[config.mk]
export PLATFORM = sky130hd
export DESIGN_NAME = mux16_rr_arbiter_flat
export DESIGN_NICKNAME = d
export VERILOG_FILES = /design/src/rtl/mux16_rr_arbiter_if.sv /design/src/rtl/mux16_rr_arbiter.sv /design/src/flat_wrapper.sv
export SDC_FILE = /design/constraint.sdc
export NUM_CORES = 1
export LEC_CHECK = 0
export CORE_ASPECT_RATIO = 2
export CORE_MARGIN = 2
export CORE_UTILIZATION = 43
export DETAILED_ROUTE_END_ITERATION = 12
export HOLD_SLACK_MARGIN = 0.02
export PLACE_DENSITY = 0.72
export REMOVE_ABC_BUFFERS = 1
export SLEW_MARGIN = 0
export SYNTH_ARGS = -nofsm -noshare
export SYNTH_HDL_FRONTEND = slang
export SYNTH_SLANG_ARGS = --single-unit
[constraint.sdc]
create_clock -name clk -period 6.5 [get_ports clk]
set_clock_uncertainty 0.05 [all_clocks]
set_input_delay 1.3 -clock clk [delete_from_list [all_inputs] [get_ports clk]]
set_output_delay 1.3 -clock clk [all_outputs]
set_load 0.005 [all_outputs]
[src/rtl/mux16_rr_arbiter_if.sv]
// Handshake/bus bundle between the mux16 round-robin arbiter and its
// requesters/consumer. The lock vector exists only when ARB_LOCK_EN is defined.
interface mux16_rr_arbiter_if;
  logic [15:0] req;
  logic [3:0]  sel;
  logic [15:0] gnt;
  logic        out_valid;
  logic        out_ready;
  logic [15:0] ack;
`ifdef ARB_LOCK_EN
  logic [15:0] lock;
`endif

  // Arbiter side: consumes requests and ready, drives selector/grant/handshake.
  modport master (
`ifdef ARB_LOCK_EN
    input  lock,
`endif
    input  req,
    input  out_ready,
    output sel,
    output gnt,
    output out_valid,
    output ack
  );

  // Requester/consumer side.
  modport slave (
`ifdef ARB_LOCK_EN
    output lock,
`endif
    output req,
    output out_ready,
    input  sel,
    input  gnt,
    input  out_valid,
    input  ack
  );
endinterface

[src/rtl/mux16_rr_arbiter.sv]
// Round-robin arbiter/sequencer for the shared 16-input mux16_1 datapath.
// Drives the mux selector, a one-hot grant and a valid/ready handshake, and
// pulses a per-requester ack on each completed transfer.
// Optional feature macro: ARB_LOCK_EN (burst hold of up to MAX_BURST beats).
module mux16_rr_arbiter #(
  parameter int CNT_W = 8
`ifdef ARB_LOCK_EN
  , parameter int MAX_BURST = 4
`endif
) (
  input  logic                 clk,
  input  logic                 rst_n,
  mux16_rr_arbiter_if.master   bus,
  output logic [CNT_W-1:0]     xfer_cnt
);

  typedef enum logic [0:0] {
    IDLE  = 1'b0,
    GRANT = 1'b1
  } state_e;

  localparam logic [CNT_W-1:0] CNT_ONE = {{(CNT_W-1){1'b0}}, 1'b1};

`ifdef ARB_LOCK_EN
  localparam int BURST_W = $clog2(MAX_BURST + 1);
  localparam logic [BURST_W-1:0] BURST_LAST = BURST_W'(MAX_BURST - 1);
  localparam logic [BURST_W-1:0] BURST_ONE  = {{(BURST_W-1){1'b0}}, 1'b1};
`endif

  // First set bit of mask scanning upward from last+1 with wrap; {found, idx}.
  function automatic logic [4:0] rr_pick(input logic [15:0] mask, input logic [3:0] last);
    logic       found;
    logic [3:0] idx;
    logic [3:0] cand;
    found = 1'b0;
    idx   = 4'd0;
    for (int k = 0; k < 16; k++) begin
      cand = last + 4'd1 + 4'(k);
      if (!found && mask[cand]) begin
        found = 1'b1;
        idx   = cand;
      end
    end
    return {found, idx};
  endfunction

  state_e             state_q, state_d;
  logic [3:0]         sel_q, sel_d;
  logic [15:0]        gnt_q, gnt_d;
  logic               valid_q, valid_d;
  logic [3:0]         ptr_q, ptr_d;
  logic [CNT_W-1:0]   cnt_q, cnt_d;
`ifdef ARB_LOCK_EN
  logic [BURST_W-1:0] burst_q, burst_d;
`endif

  logic        hs_s;
  logic        keep_s;
  logic [15:0] mask_s;
  logic        found_s;
  logic [3:0]  idx_s;

  assign hs_s = valid_q & bus.out_ready;

  // The granted requester is excluded from re-arbitration so rotation always advances.
  assign mask_s = (state_q == GRANT) ? (bus.req & ~gnt_q) : bus.req;
  assign {found_s, idx_s} = rr_pick(mask_s, ptr_q);

`ifdef ARB_LOCK_EN
  assign keep_s = bus.lock[sel_q] & bus.req[sel_q] & (burst_q < BURST_LAST);
`else
  assign keep_s = 1'b0;
`endif

  // Next-state and next-output computation for the IDLE/GRANT sequencer.
  always_comb begin
    state_d = state_q;
    sel_d   = sel_q;
    gnt_d   = gnt_q;
    valid_d = valid_q;
    ptr_d   = ptr_q;
    cnt_d   = cnt_q;
`ifdef ARB_LOCK_EN
    burst_d = burst_q;
`endif
    case (state_q)
      IDLE: begin
        if (found_s) begin
          state_d = GRANT;
          sel_d   = idx_s;
          gnt_d   = 16'd1 << idx_s;
          valid_d = 1'b1;
          ptr_d   = idx_s;
`ifdef ARB_LOCK_EN
          burst_d = {BURST_W{1'b0}};
`endif
        end else begin
          state_d = IDLE;
        end
      end
      GRANT: begin
        if (hs_s) begin
          cnt_d = cnt_q + CNT_ONE;
          if (keep_s) begin
`ifdef ARB_LOCK_EN
            burst_d = burst_q + BURST_ONE;
`endif
          end else if (found_s) begin
            // Back-to-back grant: valid stays high, no idle bubble.
            state_d = GRANT;
            sel_d   = idx_s;
            gnt_d   = 16'd1 << idx_s;
            valid_d = 1'b1;
            ptr_d   = idx_s;
`ifdef ARB_LOCK_EN
            burst_d = {BURST_W{1'b0}};
`endif
          end else begin
            state_d = IDLE;
            gnt_d   = 16'd0;
            valid_d = 1'b0;
          end
        end else begin
          state_d = GRANT;
        end
      end
      default: begin
        state_d = IDLE;
        gnt_d   = 16'd0;
        valid_d = 1'b0;
      end
    endcase
  end

  // State and output registers; asynchronous reset points the search at index 0.
  always_ff @(posedge clk or negedge rst_n) begin
    if (!rst_n) begin
      state_q <= IDLE;
      sel_q   <= 4'd0;
      gnt_q   <= 16'd0;
      valid_q <= 1'b0;
      ptr_q   <= 4'd15;
      cnt_q   <= {CNT_W{1'b0}};
`ifdef ARB_LOCK_EN
      burst_q <= {BURST_W{1'b0}};
`endif
    end else begin
      state_q <= state_d;
      sel_q   <= sel_d;
      gnt_q   <= gnt_d;
      valid_q <= valid_d;
      ptr_q   <= ptr_d;
      cnt_q   <= cnt_d;
`ifdef ARB_LOCK_EN
      burst_q <= burst_d;
`endif
    end
  end

  assign bus.sel       = sel_q;
  assign bus.gnt       = gnt_q;
  assign bus.out_valid = valid_q;
  assign bus.ack       = gnt_q & {16{hs_s}};
  assign xfer_cnt      = cnt_q;

endmodule

[src/flat_wrapper.sv]
// flat-port wrapper written by rule: the top's interface ports become plain ports
module mux16_rr_arbiter_flat 
#(
  parameter int CNT_W = 8

)
  (clk, rst_n, xfer_cnt, bus_req, bus_out_ready, bus_sel, bus_gnt, bus_out_valid, bus_ack);
  mux16_rr_arbiter_if bus_i ();
  input  logic clk;
  input  logic rst_n;
  output logic [CNT_W-1:0] xfer_cnt;
  input wire logic [$bits(bus_i.req)-1:0] bus_req;
  input wire logic [$bits(bus_i.out_ready)-1:0] bus_out_ready;
  output wire logic [$bits(bus_i.sel)-1:0] bus_sel;
  output wire logic [$bits(bus_i.gnt)-1:0] bus_gnt;
  output wire logic [$bits(bus_i.out_valid)-1:0] bus_out_valid;
  output wire logic [$bits(bus_i.ack)-1:0] bus_ack;
  assign bus_i.req = bus_req;
  assign bus_i.out_ready = bus_out_ready;
  assign bus_sel = bus_i.sel;
  assign bus_gnt = bus_i.gnt;
  assign bus_out_valid = bus_i.out_valid;
  assign bus_ack = bus_i.ack;
  mux16_rr_arbiter #(.CNT_W(CNT_W)) u_core (.clk(clk), .rst_n(rst_n), .bus(bus_i), .xfer_cnt(xfer_cnt));
endmodule
# After elaboration in Yosys (flattened, before gate mapping)
# Cells that the tools add are included.
[totals]
memories = 0
output_inout_bits = 45
mem_bits_rw = 0
latch_bits = 0
in_bits = 19
mem_bits_ro = 0
reg_bits = 34
word_cells = 160
[op_classes]
add_sub_neg = 17
eq_ne = 2
bitwise_logic = 5
n_div = 0
mux = 81
n_lt_le_gt_ge = 16
reduce_logical = 32
n_mul = 0
shifts = 1
[ops]
columns = ["op", "n"]
rows = [
  ["4-bit by 5-bit < comparator with 1-bit output (second input constant)", 16],
  ["4-bit two-way mux", 20],
  ["1-bit binary-select mux with 4-bit select", 16],
  ["16-bit two-way mux", 4],
  ["1-bit two-way mux", 36],
  ["4-bit adder (second input constant)", 8],
  ["16-bit bitwise AND", 2],
  ["16-bit case mux with 2 select lines", 1],
  ["4-bit by 3-bit adder with 4-bit output (second input constant)", 4],
  ["16-bit inverter", 1],
  ["4-bit case mux with 2 select lines", 2],
  ["1-bit by 4-bit left shift with 16-bit output (first input constant)", 1],
  ["1-bit logical AND", 15],
  ["1-bit logical NOT", 15],
  ["4-bit by 1-bit adder with 4-bit output (second input constant)", 2],
  ["4-bit by 2-bit adder with 4-bit output (second input constant)", 2],
  ["8-bit by 1-bit adder with 8-bit output (second input constant)", 1],
  ["1-bit case mux with 2 select lines", 2],
  ["2-bit AND reduction", 2],
  ["2-bit by 1-bit != test with 1-bit output (second input constant)", 1],
  ["2-bit != test (second input constant)", 1],
  ["1-bit bitwise AND", 1],
  ["1-bit inverter", 1],
]

# Longest topological paths before layout
[logic_depth]
word_depth = 55
mapped_depth = 17

# Least setup slack after synthesis
# No wires, ideal clock.
[synth_path]
path_type = "register to register"
from = "register u_core.ptr_q[0]"
to = "register u_core.gnt_q[1], in the netlist u_core.bus.gnt[1]"
path_stages_with_launch = 14
arrival_time_ns = 4.154
required_ns = 6.340
setup_ns = 0.110
setup_slack_ns = 2.186
cell_sequence = "dfstp_2 buf_2 inv_1 ha_1 clkbuf_1 xor2_1 mux4_2 mux2_2 nor3_4 nand4_4 a2bb2oi_1 a22oi_1 nand2_1 o41ai_1"
[synth_via]
elab_chain_len = 53
elab_cells_between_ends = 117
[synth_rtl]
columns = ["element", "line", "source"]
rows = [
  ["start: declaration", "mux16_rr_arbiter.sv:51", "logic [3:0] ptr_q, ptr_d;"],
  ["start signal: assignment", "mux16_rr_arbiter.sv:152", "ptr_q <= ptr_d;"],
  ["4-bit by 1-bit adder with 4-bit output (*)", "mux16_rr_arbiter.sv:38", "cand = last + 4'd1 + 4'(k);"],
  ["parallel branches: the longest is 52 deep, another holds 4-bit by 1-bit adder with 4-bit output", "--", ""],
  ["end signal: assignment", "mux16_rr_arbiter.sv:150", "gnt_q <= gnt_d;"],
  ["end: declaration", "mux16_rr_arbiter.sv:49", "logic [15:0] gnt_q, gnt_d;"],
]
# Mark *: on every way between the ends. The select of a mux whose other input is x is not followed.
# A chain may end at the register's enable or synchronous reset.

# Worst setup path after layout
[layout_path]
from = "register u_core.ptr_q[1]"
to = "register u_core.gnt_q[6], in the netlist u_core.bus.gnt[6]"
# The elaborated chain is that of the path after synthesis.

==> results.md <==
- At the pin with the least slew margin, the transition time is 1.22 ns.
- The via density per instance is 6.84.
- Clock-pin slew was measured on the worst setup and hold paths at 0.06 ns.
- The number of violations of the max-capacitance limit is 0.
- The critical path goes through ha_1, xnor2_1, o221ai_1, and2_1, mux4_2, mux2_2, nand3_1, or3_1, nor3_1, or3_1, o21ai_1, o31ai_1.
- For this run, the leading register cell type out of synthesis is sky130_fd_sc_hd__dfrtp_1.
- The routed layout has 5,238 vias.
- The worst setup path startpoint is u_core.ptr_q[1]$_DFFE_PN1P_.
- The via count of the first global-routing pass was 5,132.
- The synthesized instance count is 578.
- After floorplanning, the core was divided into 54 placement rows.
- The synthesis warning total is 0.
- The area of the mapped netlist is 4780 um^2.
- The count of final hold-check violations came to 0.
- Dividing the synthesized area by the synthesized cell count gives 8.28 um^2.
- At the later pin of the worst-skew pair, clock insertion delay measures 0.28 ns.
- Prior to clock tree synthesis, the placed netlist has a worst setup slack of 1.02 ns.
- The level count of the clock H-tree is 2.
- The number of pins with negative max-slew slack in the final report is 0.
- Counting flops with an async set or reset pin after synthesis yields a share of 1.00.
- The number of distinct library cells after synthesis is 80.
- The path class of the lowest-slack min-delay path is reg2reg.
- The cell with the biggest individual delay on the critical path is sky130_fd_sc_hd__xnor2_1.
- The total overflow left after global routing is 0.
- Once the clock tree was built, the setup fixing pass inserted 0 buffers.
- The total die area is 12,000 um^2.
- Yosys mapped a number of flops with a built-in enable equal to 0.
- The first-pass GRT wire length is 29.9 mm.
- For the final routed database, the setup TNS stands at 0 ns.
- In the layout the commonest cells are sky130_fd_sc_hd__nand2_1, sky130_fd_sc_hd__clkdlybuf4s50_1, sky130_fd_sc_hd__a21oi_1.
- The number of remaining DRC errors is 0.
- The ratio of final minimum period to clock period is 0.845.
- In this run the horizontal extent of the chip is 78.6 um.
- 0 antenna diodes ended up in the layout.
- Synthesis inferred 34 register bits.
- After legalization and detailed placement, the total HPWL measured 15.3 mm.
- The largest net degree at the start of global routing is 45.
- For this block, the initial DRC count from the detailed router was 418.
- The share of the Yosys chip area taken by registers is 0.179.
- For this configuration, the core starts out at a cell density of 0.440.
- CTS saw 34 sinks.
- The congestion estimate from routability-driven global placement came to 1.01.
- The element type at the critical path end is a flip-flop.
- The first-pass iteration count of the detailed router is 5.
- The final critical path time including I/O delays and setup is 5.49 ns.
- The area growth from synthesis to layout is 18.3%.
- In this design, the largest share of critical-path delay is due to simple AND/OR/NAND/NOR gates.
- Port buffering added 63 buffers.
- STA puts the critical path data required time at 6.58 ns.
- The global router's overall resource usage is 0.327.
- Counting both buffers and inverters, the worst setup path holds a total of 0.
- The arrival time at the worst endpoint is 5.57 ns.
- The number of buffers on the longest clock path is 2.
- Headroom to the max-slew limit came out at 0.182.
- The count of nets after finishing is 647.
- The clock root buffer master is sky130_fd_sc_hd__clkbuf_16.
- The startpoint identified for the worst register-to-register timing path is u_core.ptr_q[1]$_DFFE_PN1P_.
- The flow ran to the end, and the final reports show no timing, DRC or antenna violations.
- The post-route standard cell area excluding fillers is 5660 um^2.
- Timing would allow up to 182 MHz.
- The final critical-path setup slack is 1.01 ns.
- For this design the top-level I/O count stands at 64.
- The count of antenna-violating nets left after detailed routing is 0.
- TritonCTS built the clock tree.
- From bottom edge to top edge, the die measures 153 um.
- The initial antenna violation count came to 0.
- The cell with the most instances on the worst path is sky130_fd_sc_hd__or3_1.
- The highest fanout seen on the critical path is 12.
- The type of origin of the critical path is a flip-flop.
- The critical path's largest stage delay is 1.00 ns.
- The layout filler cell count is 1,032.
- The total of cells resized after clock tree synthesis is 0.
- The placed instances occupy a cell area of 5520 um^2.
- Setup repair after global routing left no endpoint under its margin.
- Setup violations remaining at the end of the flow were counted as 0.
- The final wirelength is 19.4 mm.
- The clock buffer count from CTS is 5.
- The startpoint identified for the worst hold timing path is u_core.xfer_cnt[7]$_DFFE_PN0P_.
- Of the cells placed in the final design, the portion with a size suffix greater than 1 is 0.136.
- The hold-fix buffer count after cts is 0.
- Dividing the detail-routed wire length by the instance count gives 25.3 um.
- The core region is 10,900 um^2.
- The commonest non-fill, non-tap cell in the layout is sky130_fd_sc_hd__nand2_1.
- The setup path with the least slack is of type reg2reg.
[layer usage]
layer	vias to the layer above	track usage	wire [um]
met5	-	0	0
met1	2523	0.347	6540
met4	0	0.215	1490
li1	2355	-	-
met3	95	0.0272	932
met2	265	0.599	10400
[sequential cells by signal, summed over array words and instances, names as in the netlist]
name                  count
u_core.xfer_cnt           8
u_core.bus.sel            4
u_core.ptr_q              4
u_core.bus.gnt           16
u_core.state_q            1
u_core.bus.out_valid      1
[Yosys cell counts, types with 10 or more instances]
master,instances,area (um^2)
sky130_fd_sc_hd__o21a_1,10,75.1
sky130_fd_sc_hd__and3_1,23,144
sky130_fd_sc_hd__a21o_1,16,120
sky130_fd_sc_hd__mux2_2,19,214
sky130_fd_sc_hd__a21oi_1,34,170
sky130_fd_sc_hd__xnor2_1,11,96.3
sky130_fd_sc_hd__a211oi_1,21,158
sky130_fd_sc_hd__mux4_2,12,270
sky130_fd_sc_hd__mux2i_1,29,290
sky130_fd_sc_hd__nor3_1,22,110
sky130_fd_sc_hd__nor2_1,33,124
sky130_fd_sc_hd__dfrtp_1,30,751
sky130_fd_sc_hd__o21ai_0,18,90.1
sky130_fd_sc_hd__clkbuf_1,15,56.3
sky130_fd_sc_hd__nand3_1,23,115
sky130_fd_sc_hd__buf_2,15,75.1
sky130_fd_sc_hd__nand2_1,68,255
[per-stage QoR]
stage / hold slack [ns] / std cells / utilization
finish: 0.431 / 766 / 0.520
global route: 0.465 / 766 / 0.520
CTS: 0.432 / 766 / 0.520
detailed placement: 0.416 / 758 / 0.507
global placement: 0.417 / 758 / 0.507
floorplan: 0.418 / 538 / -
[worst paths after layout]
check	slack, ns	endpoint	cells after the start
worst max register to register	1.01	u_core.bus.gnt[6]$_DFFE_PN0P_	12
min in group asynchronous	1.37	u_core.bus.sel[3]$_DFFE_PN0P_	2
worst min-delay path	0.43	u_core.xfer_cnt[7]$_DFFE_PN0P_	1
worst min register to register	0.43	u_core.xfer_cnt[7]$_DFFE_PN0P_	1
max in group asynchronous	4.70	u_core.ptr_q[3]$_DFFE_PN1P_	2
worst max-delay path	1.01	u_core.bus.gnt[6]$_DFFE_PN0P_	12
[worst reg2reg max path: stages (launching register included)]
cell and delay, ns:
sky130_fd_sc_hd__dfstp_2 0.44, sky130_fd_sc_hd__ha_1 0.32, sky130_fd_sc_hd__xnor2_1 1.00, sky130_fd_sc_hd__o221ai_1 0.36, sky130_fd_sc_hd__and2_1 0.35, sky130_fd_sc_hd__mux4_2 0.36
sky130_fd_sc_hd__mux2_2 0.36, sky130_fd_sc_hd__nand3_1 0.20, sky130_fd_sc_hd__or3_1 0.53, sky130_fd_sc_hd__nor3_1 0.13, sky130_fd_sc_hd__or3_1 0.43, sky130_fd_sc_hd__o21ai_1 0.64
sky130_fd_sc_hd__o31ai_1 0.17
[kinds of logic (layout without fill, tap and decap cells)]
kind of cell	after synthesis	after routing	synth area share
DFF	34	34	0.179
xor gates and xnor gates	21	21	0.0460
buffers and inverters	46	94	0.0471
and+or+nand+nor	203	203	0.213
muxes	69	69	0.183
AOI/OAI and AO/OA	202	202	0.325
adders and majority gates	3	3	0.00785
[final cells by class]
type / instances / area [um^2] / share of cell area
well taps: 140 / 175 / 0.0310
clock buffers: 6 / 129 / 0.0228
flip-flops and latches: 34 / 856 / 0.151
inverters: 6 / 22.5 / 0.00398
clock inverters: 2 / 15.0 / 0.00265
multi-input cells: 498 / 3700 / 0.654
repair buffers: 80 / 758 / 0.134
Power is left out: the tool's default activity adds up to more than one toggle a clock period on the data nets, which glitch-free logic cannot reach.
==> edit: new RTL, config.mk and constraints unchanged <==
Register the output `xfer_cnt` once more, cleared by the reset; this adds one clock of latency there. The other outputs are not delayed to match.
--- a/src/rtl/mux16_rr_arbiter.sv
+++ b/src/rtl/mux16_rr_arbiter.sv
@@ -161,7 +161,13 @@
   assign bus.gnt       = gnt_q;
   assign bus.out_valid = valid_q;
   assign bus.ack       = gnt_q & {16{hs_s}};
-  assign xfer_cnt      = cnt_q;
+  always_ff @(posedge clk or negedge rst_n) begin
+    if (!rst_n) begin
+      xfer_cnt <= '0;
+    end else begin
+      xfer_cnt <= cnt_q;
+    end
+  end
 
 endmodule
 
Function: changed (Yosys sat finds a counterexample within 4 cycles, from zero or initial values and one cycle with rst_n low).
==> edit against the unedited design <==
Design area decreased by 3.2%. Count of clock-buffer cells in the layout increased by 1. Wire length fell by 17%. Die area decreased by 2.2%. Sequential cell count rose by 8. Worst setup slack better by 0.23 ns. Synthesized area decreased by 2.3%. Critical endpoint is now u_core.bus.gnt[15]. Largest cell class unchanged.
Power is not shown: default switching activity piles up to over one toggle a cycle in this logic, so the estimate is an artifact.
==> edit: results (changes against the unedited design) <==
Layout
  – Clk_buf instances: 7 (was 6)
  – Non-clock buffer share of cell area: 0.124 (was 0.134)
  – Filler Cell Count: 978 (was 1,032)
  – Layout Nets: 583 (was 647)
  – Fraction of area in multi-input gates: 0.617 (was 0.654)
  – Inverters: 8 (was 6)
  – Plain + repair buffers: 70 (was 80)
  – Multi-In Gates: 434 (was 498)

Logic synthesis
  – Commonest cells post-synth: 50 x nand2_1, 41 x mux2i_1, 40 x a21oi_1 (was 68 x nand2_1, 34 x a21oi_1, 33 x nor2_1)
  – Post-Synth XOR/XNOR Area: 0.0522 (was 0.0460)
  – Multiplexer share of the synthesized area: 0.221 (was 0.183)
  – Compound-Gate Fraction of Synth Area: 0.250 (was 0.325)
  – Post-Synth Adder-Cell Area: 0.00803 (was 0.00785)
  – Cells after Synth: 516 (was 578)
  – Synth cell types: 83 (was 80)

Drt
  – Wire length per cell: 23.1 µm (was 25.3 µm)
  – Metal3 WL: 674 µm (was 932 µm)
  – Met2 WL: 8900 µm (was 10,400 µm)
  – Vias per std cell: 6.49 (was 6.84)

Timing
  – Hold_ws: 0.348 ns (was 0.431 ns)

GRT
  – Met3 usage: 0.0255 (was 0.0272)
  – Global-route wire length before repair: 25,700 µm (was 29,900 µm)
  – Total GRT Usage: 0.287 (was 0.327)
  – Pin count of the biggest net entering global routing: 43 (was 45)

Worst setup path
  – Reg2Reg Depth: 14 (was 12)
  – Worst path max stage delay: 0.70 ns (was 1.00 ns)
  – Cell family with most CP delay: compound AO/OA/AOI/OAI gates (was simple AND/OR/NAND/NOR gates)
  – Worst Path Arrival: 5.39 ns (was 5.57 ns)
  – Crit-path max FO: 19 (was 12)

Run status
  – Status: completed (unchanged)

Placed design
  – Placement Cell Area: 5320 µm² (was 5520 µm²)
==> edit: cell count changes after synthesis, moves of 7 or more <==
cell | unedited run | this run
mux2_2 | 19 | 8
a211o_1 | 9 | 1
o21ai_1 | 8 | 1
nand3_1 | 23 | 14
mux2i_1 | 29 | 41
nand2_1 | 68 | 50
dfrtp_1 | 30 | 38
a211oi_1 | 21 | 7
a21o_1 | 16 | 7
nor3_1 | 22 | 11
==> edit: how the worst max path moves through the flow <==
stage	start	end	slack, ns	cells after the start
after global routing	u_core.ptr_q[0]	u_core.bus.gnt[3]	1.02	12
after global placement	bus_req[6]	u_core.bus.gnt[14]	1.22	12
after CTS	u_core.ptr_q[0]	u_core.bus.gnt[3]	1.34	12
after detailed placement	bus_req[7]	u_core.bus.gnt[3]	1.23	12
final	u_core.ptr_q[0]	u_core.bus.gnt[15]	1.24	14
after floorplan	u_core.ptr_q[0]	u_core.bus.gnt[9]	0.57	11
